<file path="config.mk">
export PLATFORM = sky130hd
export DESIGN_NAME = seg7_mux_capture
export DESIGN_NICKNAME = d
export VERILOG_FILES = /design/src/rtl/seg7_mux_capture.sv
export SDC_FILE = /design/constraint.sdc
export NUM_CORES = 1
export LEC_CHECK = 0
export ABC_CLOCK_PERIOD_IN_PS = 2550
export CAP_MARGIN = 20
export CORE_MARGIN = 4
export CORE_UTILIZATION = 52
export DETAILED_ROUTE_END_ITERATION = 6
export GPL_TIMING_DRIVEN = 1
export PLACE_DENSITY = 0.72
export SETUP_SLACK_MARGIN = 0.05
export SLEW_MARGIN = 10
export SYNTH_ARGS = -nofsm -noshare
export SYNTH_HDL_FRONTEND = slang
export SYNTH_SLANG_ARGS = --single-unit
</file>
<file path="constraint.sdc">
create_clock -name clk_25mhz -period 2.55 [get_ports clk_25mhz]
set_input_delay 0.3825 -clock clk_25mhz [delete_from_list [all_inputs] [get_ports clk_25mhz]]
set_output_delay 0.3825 -clock clk_25mhz [all_outputs]
set_load 0.03 [all_outputs]
</file>
<file path="src/rtl/seg7_mux_capture.sv">
// Receive side of a two-digit multiplexed 7-segment bus: synchronise, debounce,
// decode each lit digit back to a nibble and reassemble {high, low} byte pairs.
module seg7_mux_capture #(
  parameter int STABLE_CYCLES = 2,
  parameter int TIMEOUT       = 1048576
) (
  input  logic       clk_25mhz,
  input  logic       rst_n,
  input  logic [6:0] i_segs,
  input  logic       i_digit_sel,
  output logic [7:0] o_value,
  output logic       o_valid,
  output logic       o_err,
  output logic       o_active
);

  localparam int CW = $clog2(STABLE_CYCLES + 1);
  localparam int TW = $clog2(TIMEOUT + 1);

  logic [7:0]    sync1, sync2, samp_prev;
  logic [CW-1:0] cnt;
  logic [TW-1:0] timer;
  logic          changed, accept, lit, hit;
  logic [3:0]    nib;
  logic [3:0]    hi_nib, lo_nib;
  logic          hi_pend, lo_pend;

  assign changed = (sync2 != samp_prev);
  // Fires on the single cycle the run length reaches STABLE_CYCLES.
  assign accept  = changed ? (STABLE_CYCLES == 1) : (cnt == CW'(STABLE_CYCLES - 1));
  assign lit     = (sync2[6:0] != 7'd0);

  always_comb begin
    hit = 1'b1;
    nib = 4'h0;
    case (sync2[6:0])
      7'b1111110: nib = 4'h0;
      7'b0110000: nib = 4'h1;
      7'b1101101: nib = 4'h2;
      7'b1111001: nib = 4'h3;
      7'b0110011: nib = 4'h4;
      7'b1011011: nib = 4'h5;
      7'b1011111: nib = 4'h6;
      7'b1110000: nib = 4'h7;
      7'b1111111: nib = 4'h8;
      7'b1111011: nib = 4'h9;
      7'b1110111: nib = 4'hA;
      7'b0011111: nib = 4'hB;
      7'b1001110: nib = 4'hC;
      7'b0111101: nib = 4'hD;
      7'b1001111: nib = 4'hE;
      7'b1000111: nib = 4'hF;
      default:    hit = 1'b0;
    endcase
  end

  always_ff @(posedge clk_25mhz or negedge rst_n) begin
    if (!rst_n) begin
      sync1     <= '0;
      sync2     <= '0;
      samp_prev <= '0;
      cnt       <= '0;
    end else begin
      sync1     <= {i_digit_sel, i_segs};
      sync2     <= sync1;
      samp_prev <= sync2;
      if (changed)
        cnt <= CW'(1);
      else if (cnt != CW'(STABLE_CYCLES))
        cnt <= cnt + CW'(1);
    end
  end

  always_ff @(posedge clk_25mhz or negedge rst_n) begin
    if (!rst_n) begin
      o_value  <= '0;
      o_valid  <= 1'b0;
      o_err    <= 1'b0;
      o_active <= 1'b0;
      timer    <= '0;
      hi_nib   <= '0;
      lo_nib   <= '0;
      hi_pend  <= 1'b0;
      lo_pend  <= 1'b0;
    end else begin
      o_valid <= 1'b0;
      o_err   <= 1'b0;
      if (accept && lit) begin
        // A lit accept outranks a timeout expiring on the same edge.
        timer    <= TW'(TIMEOUT);
        o_active <= 1'b1;
        if (!hit) begin
          o_err <= 1'b1;
        end else if (sync2[7]) begin
          hi_nib <= nib;
          if (lo_pend) begin
            o_value <= {nib, lo_nib};
            o_valid <= 1'b1;
            hi_pend <= 1'b0;
            lo_pend <= 1'b0;
          end else begin
            hi_pend <= 1'b1;
          end
        end else begin
          lo_nib <= nib;
          if (hi_pend) begin
            o_value <= {hi_nib, nib};
            o_valid <= 1'b1;
            hi_pend <= 1'b0;
            lo_pend <= 1'b0;
          end else begin
            lo_pend <= 1'b1;
          end
        end
      end else if (timer != '0) begin
        timer <= timer - TW'(1);
        if (timer == TW'(1)) begin
          o_active <= 1'b0;
          hi_pend  <= 1'b0;
          lo_pend  <= 1'b0;
        end
      end
    end
  end

endmodule

</file>
==> results of run 1 <==
layer usage:
layer  vias up  routed length (um)
li1       1042                   -
met1      1056                2510
met2        59                2650
met3         9                 264
met4         0                  91
met5         -                   0
through the flow:
step / hold WS (ps) / cell area, um2 / instances
after floorplan: 86.9 / 3120 / 276
final: 59.9 / 3690 / 385
after global routing: 117 / 3690 / 385
after CTS: 81.0 / 3680 / 385
after global placement: 334 / 3460 / 370
after detailed placement: 336 / 3460 / 370
path summary, 6_finish.rpt:
path | start | endpoint | cells after the start
setup / recovery | sync2[3]$_DFF_PN0_ | o_value[1]$_DFFE_PN0P_ | 7
setup reg to reg | sync2[3]$_DFF_PN0_ | o_value[1]$_DFFE_PN0P_ | 7
hold reg to reg | sync1[2]$_DFF_PN0_ | sync2[2]$_DFF_PN0_ | 0
hold / removal | rst_n | cnt[1]$_DFFE_PN0P_ | 1
max in group asynchronous | rst_n | sync2[6]$_DFF_PN0_ | 2
min in group clk_25mhz | sync1[2]$_DFF_PN0_ | sync2[2]$_DFF_PN0_ | 0
layout make-up:
cell class              count  area [um2]
well taps                  72        90.1
inverters                   8        30.0
clock buffers              11         151
repair buffers             33         305
flip-flops and latches     68        1700
multi-input cells         189        1330
clock inverters             4        72.6
fillers                   436        1950
logic make-up (layout without fill, tap and decap cells):
group	Yosys count	in the layout	share of synthesized area, %
flip-flops	68	68	54.6
AND/OR/NAND/NOR	104	104	18.3
XOR/XNOR	28	28	7.87
AO/OA/AOI/OAI	28	28	6.02
adder cells (fa/ha/maj)	5	5	2.01
buffers and inverters	19	56	2.61
multiplexers	24	24	8.59
cells in the final DEF, fill, tap and decap left out, types with 4 or more instances in the layout:
cell and count:
a21oi_1 5, dfrtp_1 66, mux2_2 21, clkdlybuf4s50_1 19, clkbuf_8 11, buf_4 12, or3_1 4, nor3_1 15
nand3_1 4, nand4_1 5, nor2_1 30, o21ai_0 5, inv_1 7, nand2_1 16, ha_1 5, nor4_1 7
o22ai_1 4, xnor2_1 25
power by group through the flow:
stage          registers, uW  clock network [uW]  logic (uW)
4_1_cts                 1420                1020         554
3_5_place_dp            1440                   0         549
5_1_grt                 1450                1070         623
2_1_floorplan           1410                   0         402
6_report                1420                 999         547
3_3_place_gp            1430                   0         536
flip-flops by register name, summed over array words and instances, names as in the netlist, 2 cells and up:
| register | flops |
|---|---|
| o_value | 8 |
| timer | 21 |
| samp_prev | 8 |
| sync2 | 8 |
| cnt | 2 |
| lo_nib | 4 |
| hi_nib | 4 |
| sync1 | 8 |
==> key figures, run 1 <==
Synth
  – Post-synth ARST share: 100%
  – Syn_area_per_cell: 11.3 um2
  – Synth Cell Area: 3120 um2
  – Ys Warns: 0
  – Syn Nets: 291
  – Post-synthesis instance total: 276
  – Seq/Total Area, Yosys: a little over half
  – Yosys top cell area share: 54.6%
  – Post-synth EDFFs: 0
  – Synth area leaders: dfrtp_1, mux2_2, xnor2_1
  – Commonest cells in the netlist: dfrtp_1, nor2_1, xnor2_1
  – Yosys cell types: 48
  – Ys flop type: dfrtp_1
  – Yosys top cell by area: dfrtp_1
  – Most common cell in the netlist: dfrtp_1
  – #FFs+latches synth: 68

Clock network
  – Clock Tree Buf Depth: 2
  – Clk slew on worst S/H paths: 80 ps
  – Clock Sinks: just under 70
  – CTS H-tree depth: 3
  – Clock buffer count from CTS: 9
  – Root Buffer: clkbuf_8
  – Hold Buf Count CTS: 0
  – Clk_lat worst skew: 340 ps
  – Post-CTS resize count: 0
  – Post-CTS Setup Inserts: 0
  – TritonCTS clock tree: built

Power and ir drop
  – Overall Power: 2970 uW
  – Share of power burned in registers: 48.0%
  – VDD IR max: approximately 480 uV
  – LEAKAGE: 0.00161 uW
  – Power Density: 806 nW/um2
  – Clock power share: 33.6%
  – Psw: roughly 870 uW
  – Cell internal pwr: approximately 2100 uW
  – Switch share: 29.2%
  – Logic pwr share: 18.4%

Critical path
  – R2r setup slk: 180 ps
  – Worst EP required: 2770 ps
  – Crit-path slowest cell: or4_4
  – Startpoint types: flip-flop
  – Critical path class: reg2reg
  – Data arrival, critical path: ~2600 ps
  – Critical Path Fanout Max: 11
  – CP max stage delay: 560 ps
  – Buffers & Inverters on Critical Path: 1
  – CP top delay family: simple AND/OR/NAND/NOR gates
  – Critical path, cell by cell: or4_4, nor2_1, a211oi_1, and3_4, nor3_4, buf_4, mux2_1
  – CP Capture Type: flip-flop

Global routing
  – Met1 GRT Util: 21.6%
  – Vias in the first global route: approximately 2100
  – Met2 Track Usage GR: 27.3%
  – GRT Overall Usage: 17.0%
  – Initial antenna violation count: 0
  – Met3 usage in global routing: under 10%
  – First-pass GRT wire length: 9800 um
  – Largest net degree at the start of global routing: 42
  – Total grt overflow: 0
  – Most Crowded Layer GR: met2

Status
  – Status: finished clean

Die
  – Initial core utilization: 55.2%
  – Core footprint: between 5000 and 6000 um2
  – Die Height: around 85 um
  – # rows: 27
  – Top Ports: 21
  – Die ar.: 7290 um2
  – Horiz. Die Dim: 85.4 um

Cells and area
  – Area grow syn2layout: 18.4%
  – N_diodes: 0
  – Layout cells sized above 1: 18.8%
  – Final design utilization: between 60% and 70%
  – Nets: 324

Placement
  – Port bufs: 20
  – Post-detail-place hpwl: 3760 um
  – Setup Slack @ Placement: 135 ps
  – Routability cong.: about 0.94

STA
  – RSZ-0062 raised after global routing: no
  – Relative slew margins: 56.7%
  – Final setup vio count: 0
  – Count of pins over their slew limit: 0
  – Final Cycle Share: 92.9%
  – Slew at the pin with the worst max-slew slack: 650 ps
  – Final hold vios: 0
  – Final worst setup slack: between 150 and 200 ps
  – Setup tns final: 0 ps
  – Worst Skew: 11.1 ps
  – Fmax: 422 MHz
  – Tmin final: 2370 ps

Job
  – Max Cap Viol: 0

Drt
  – Via density: roughly 5.6
  – Routed vias: between 2000 and 2500
  – Drt drc: 0
  – TritonRoute pass-1 iters: 5
  – Antenna Nets Post-Route: 0
  – Initial drt markers: 74
  – Wire per inst: 14.3 um
  – Detailed Route WL: 5510 um

Hold path
  – HP Class: in2async
Note: power is estimated with default switching activity, not from simulation.
==> run 2: changes to the inputs <==
--- a/config.mk
+++ b/config.mk
@@ -9,9 +9,10 @@
 export CAP_MARGIN = 20
 export CORE_MARGIN = 4
 export CORE_UTILIZATION = 52
+export CTS_BUF_LIST = sky130_fd_sc_hd__clkbuf_8
 export DETAILED_ROUTE_END_ITERATION = 6
 export GPL_TIMING_DRIVEN = 1
-export PLACE_DENSITY = 0.72
+export PLACE_DENSITY = 0.73
 export SETUP_SLACK_MARGIN = 0.05
 export SLEW_MARGIN = 10
 export SYNTH_ARGS = -nofsm -noshare
==> run 2 against run 1 <==
Compared with the run above: critical path type unchanged; routed wire length is 4.6% higher; clock power is 1% lower; largest cell class unchanged; final cell count is the same; critical path depth rose by 1; die area unchanged; fmax fell by 0.98%; core utilization is 0.31 points higher; count of clock-buffer cells in the layout shrank 1; register-to-register slack worse by 20 ps.
==> key figures, run 2 (synthesis results as in run 1) <==
Status
  – Status: finished clean (unchanged)

Clock network
  – Clock buffer count from CTS: 9 (unchanged)
  – Root Buffer: clkbuf_8 (unchanged)
  – Clock Sinks: 68 (unchanged)
  – Clock Tree Buf Depth: 2 (unchanged)
  – TritonCTS clock tree: built (unchanged)
  – CTS H-tree depth: 3 (unchanged)
  – Clk slew on worst S/H paths: 80 ps (about the same)
  – Clk_lat worst skew: 340 ps (about the same)

Drt
  – TritonRoute pass-1 iters: 4 (was 5)
  – Routed vias: 2141 (was 2166)
  – Initial drt markers: 106 (was 74)
  – Wire per inst: 15.0 um (was 14.3 um)
  – Drt drc: 0 (unchanged)
  – Antenna Nets Post-Route: 0 (unchanged)
  – Detailed Route WL: 5760 um (was 5510 um)
  – Via density: 5.56 (was 5.63)

Cells and area
  – Most frequent cells in the layout: dfrtp_1, nor2_1, xnor2_1 (unchanged)
  – Layout cells sized above 1: 18.8% (unchanged)
  – Area grow syn2layout: 18.9% (was 18.4%)
  – Commonest non-fill, non-tap cell in the layout: dfrtp_1 (unchanged)
  – Final non-filler cell total: 385 (unchanged)
  – Biggest register: timer (unchanged)
  – Number of flip-flops in the largest register: 21 (unchanged)
  – Nets: 323 (was 324)
  – N_diodes: 0 (unchanged)

STA
  – Tmin final: 2390 ps (was 2370 ps)
  – Worst Skew: 7.78 ps (was 11.1 ps)
  – Relative slew margins: 65.3% (was 56.7%)
  – Fmax: 418 MHz (was 422 MHz)
  – Final Cycle Share: 93.8% (was 92.9%)
  – Count of pins over their slew limit: 0 (unchanged)
  – RSZ-0062 raised after global routing: no (unchanged)
  – Final hold vios: 0 (unchanged)
  – Hold WS: 4.76 ps (was 59.9 ps)
  – Final setup vio count: 0 (unchanged)
  – Slew at the pin with the worst max-slew slack: 520 ps (was 650 ps)

Job
  – Max Cap Viol: 0 (unchanged)

Power and ir drop
  – Share of power burned in registers: 48.3% (was 48.0%)
  – LEAKAGE: 0.00161 uW (about the same)
  – Switch share: 29.8% (was 29.2%)
  – Power Density: 801 nW/um2 (was 806 nW/um2)
  – Cell internal pwr: 2080 uW (was 2100 uW)
  – Logic pwr share: 18.4% (about the same)
  – Clock power share: 33.4% (was 33.6%)
  – Psw: 884 uW (was 868 uW)
  – VDD IR max: 525 uV (was 476 uV)

Die
  – Horiz. Die Dim: 85.4 um (unchanged)
  – Die Height: 85.4 um (unchanged)
  – Top Ports: 21 (unchanged)
  – Initial core utilization: 55.2% (unchanged)
  – Core footprint: 5640 um2 (unchanged)
  – # rows: 27 (unchanged)
  – Die ar.: 7290 um2 (unchanged)

Critical path
  – Critical path class: reg2reg (unchanged)
  – FF-to-FF Start: sync2[5]$_DFF_PN0_ (was sync2[3]$_DFF_PN0_)
  – Data arrival, critical path: 2620 ps (was 2590 ps)
  – CP Launch Point: sync2[5]$_DFF_PN0_ (was sync2[3]$_DFF_PN0_)
  – Worst EP required: 2770 ps (about the same)
  – CP Capture Type: flip-flop (unchanged)
  – Critical Path Fanout Max: 9 (was 11)
  – Startpoint types: flip-flop (unchanged)

Global routing
  – Total grt overflow: 0 (unchanged)
  – Initial antenna violation count: 0 (unchanged)
  – GRT Overall Usage: 17.3% (was 17.0%)
  – First-pass GRT wire length: 9880 um (was 9800 um)
  – Vias in the first global route: 2161 (was 2113)
  – Largest net degree at the start of global routing: 48 (was 42)

Placement
  – Post-detail-place hpwl: 3910 um (was 3760 um)
  – Dpl cells: 368 (was 370)
  – Routability cong.: 0.877 (was 0.941)
  – Port bufs: 20 (unchanged)

Hold path
  – HP Class: in2async (unchanged)
==> run 2: power by group through the flow <==
| stage | combinational (uW) | sequential, uW | clock (uW) |
|---|---|---|---|
| 2_1_floorplan | 402 | 1410 | 0 |
| 3_3_place_gp | 534 | 1430 | 0 |
| 3_5_place_dp | 548 | 1440 | 0 |
| 4_1_cts | 552 | 1430 | 1010 |
| 5_1_grt | 619 | 1460 | 1070 |
| 6_report | 545 | 1430 | 989 |
==> run 2: area by class of cell <==
cell class                 instances  area [um2]
inverter                           8        30.0
timing repair buffer              32         310
tap                               72        90.1
fill                             438        1940
multi-input combinational        189        1350
clock inverter                     6        87.6
sequential                        68        1700
clock buffer                      10         138
==> run 2: metrics by stage <==
stage	setup TNS, ps	util [%]	total power (uW)	worst slack, ps	instance area (um2)
final	0	65.7	2970	157	3700
after global routing	0	65.7	3150	50.7	3700
after CTS	0	65.4	2990	90.9	3690
after detailed placement	-468	61.1	1990	-72.5	3440
after global placement	0	61.1	1970	64.6	3440
after floorplan	0	-	1810	262	3120
==> run 2: path summary, 6_finish.rpt <==
kind	to	slack, ps	cells after the start
max	o_value[4]$_DFFE_PN0P_	160	8
min	cnt[0]$_DFFE_PN0P_	5	1
max reg2reg	o_value[4]$_DFFE_PN0P_	160	8
min reg2reg	sync2[3]$_DFF_PN0_	350	0
max in group asynchronous	sync2[3]$_DFF_PN0_	1930	2
min in group clk_25mhz	sync2[3]$_DFF_PN0_	350	0
==> run 2: critical path, cell delays in order (launching register included) <==
cell	delay [ps]
dfrtp_1	490
buf_4	220
nor4bb_2	320
o2111ai_1	170
o311a_1	190
and3_4	200
nor3_4	210
buf_12	150
mux2_2	330
==> run 2: routing by layer <==
layer | up-vias | global-route usage [%] | share of wire, %
met5 | - | 0 | 0
met4 | 0 | 9.06 | 2.3
met3 | 13 | 4.76 | 4.0
met2 | 51 | 25.9 | 46
met1 | 1040 | 23.0 | 48
li1 | 1037 | - | -
==> run 2: what timing repair did <==
action / in CTS / in global routing
hold buffers: 0 / 0
pin swaps: 1 / 0
endpoints found under the setup margin: 12 / 16
gates resized for setup: 1 / 3
buffers inserted: 1 / 0
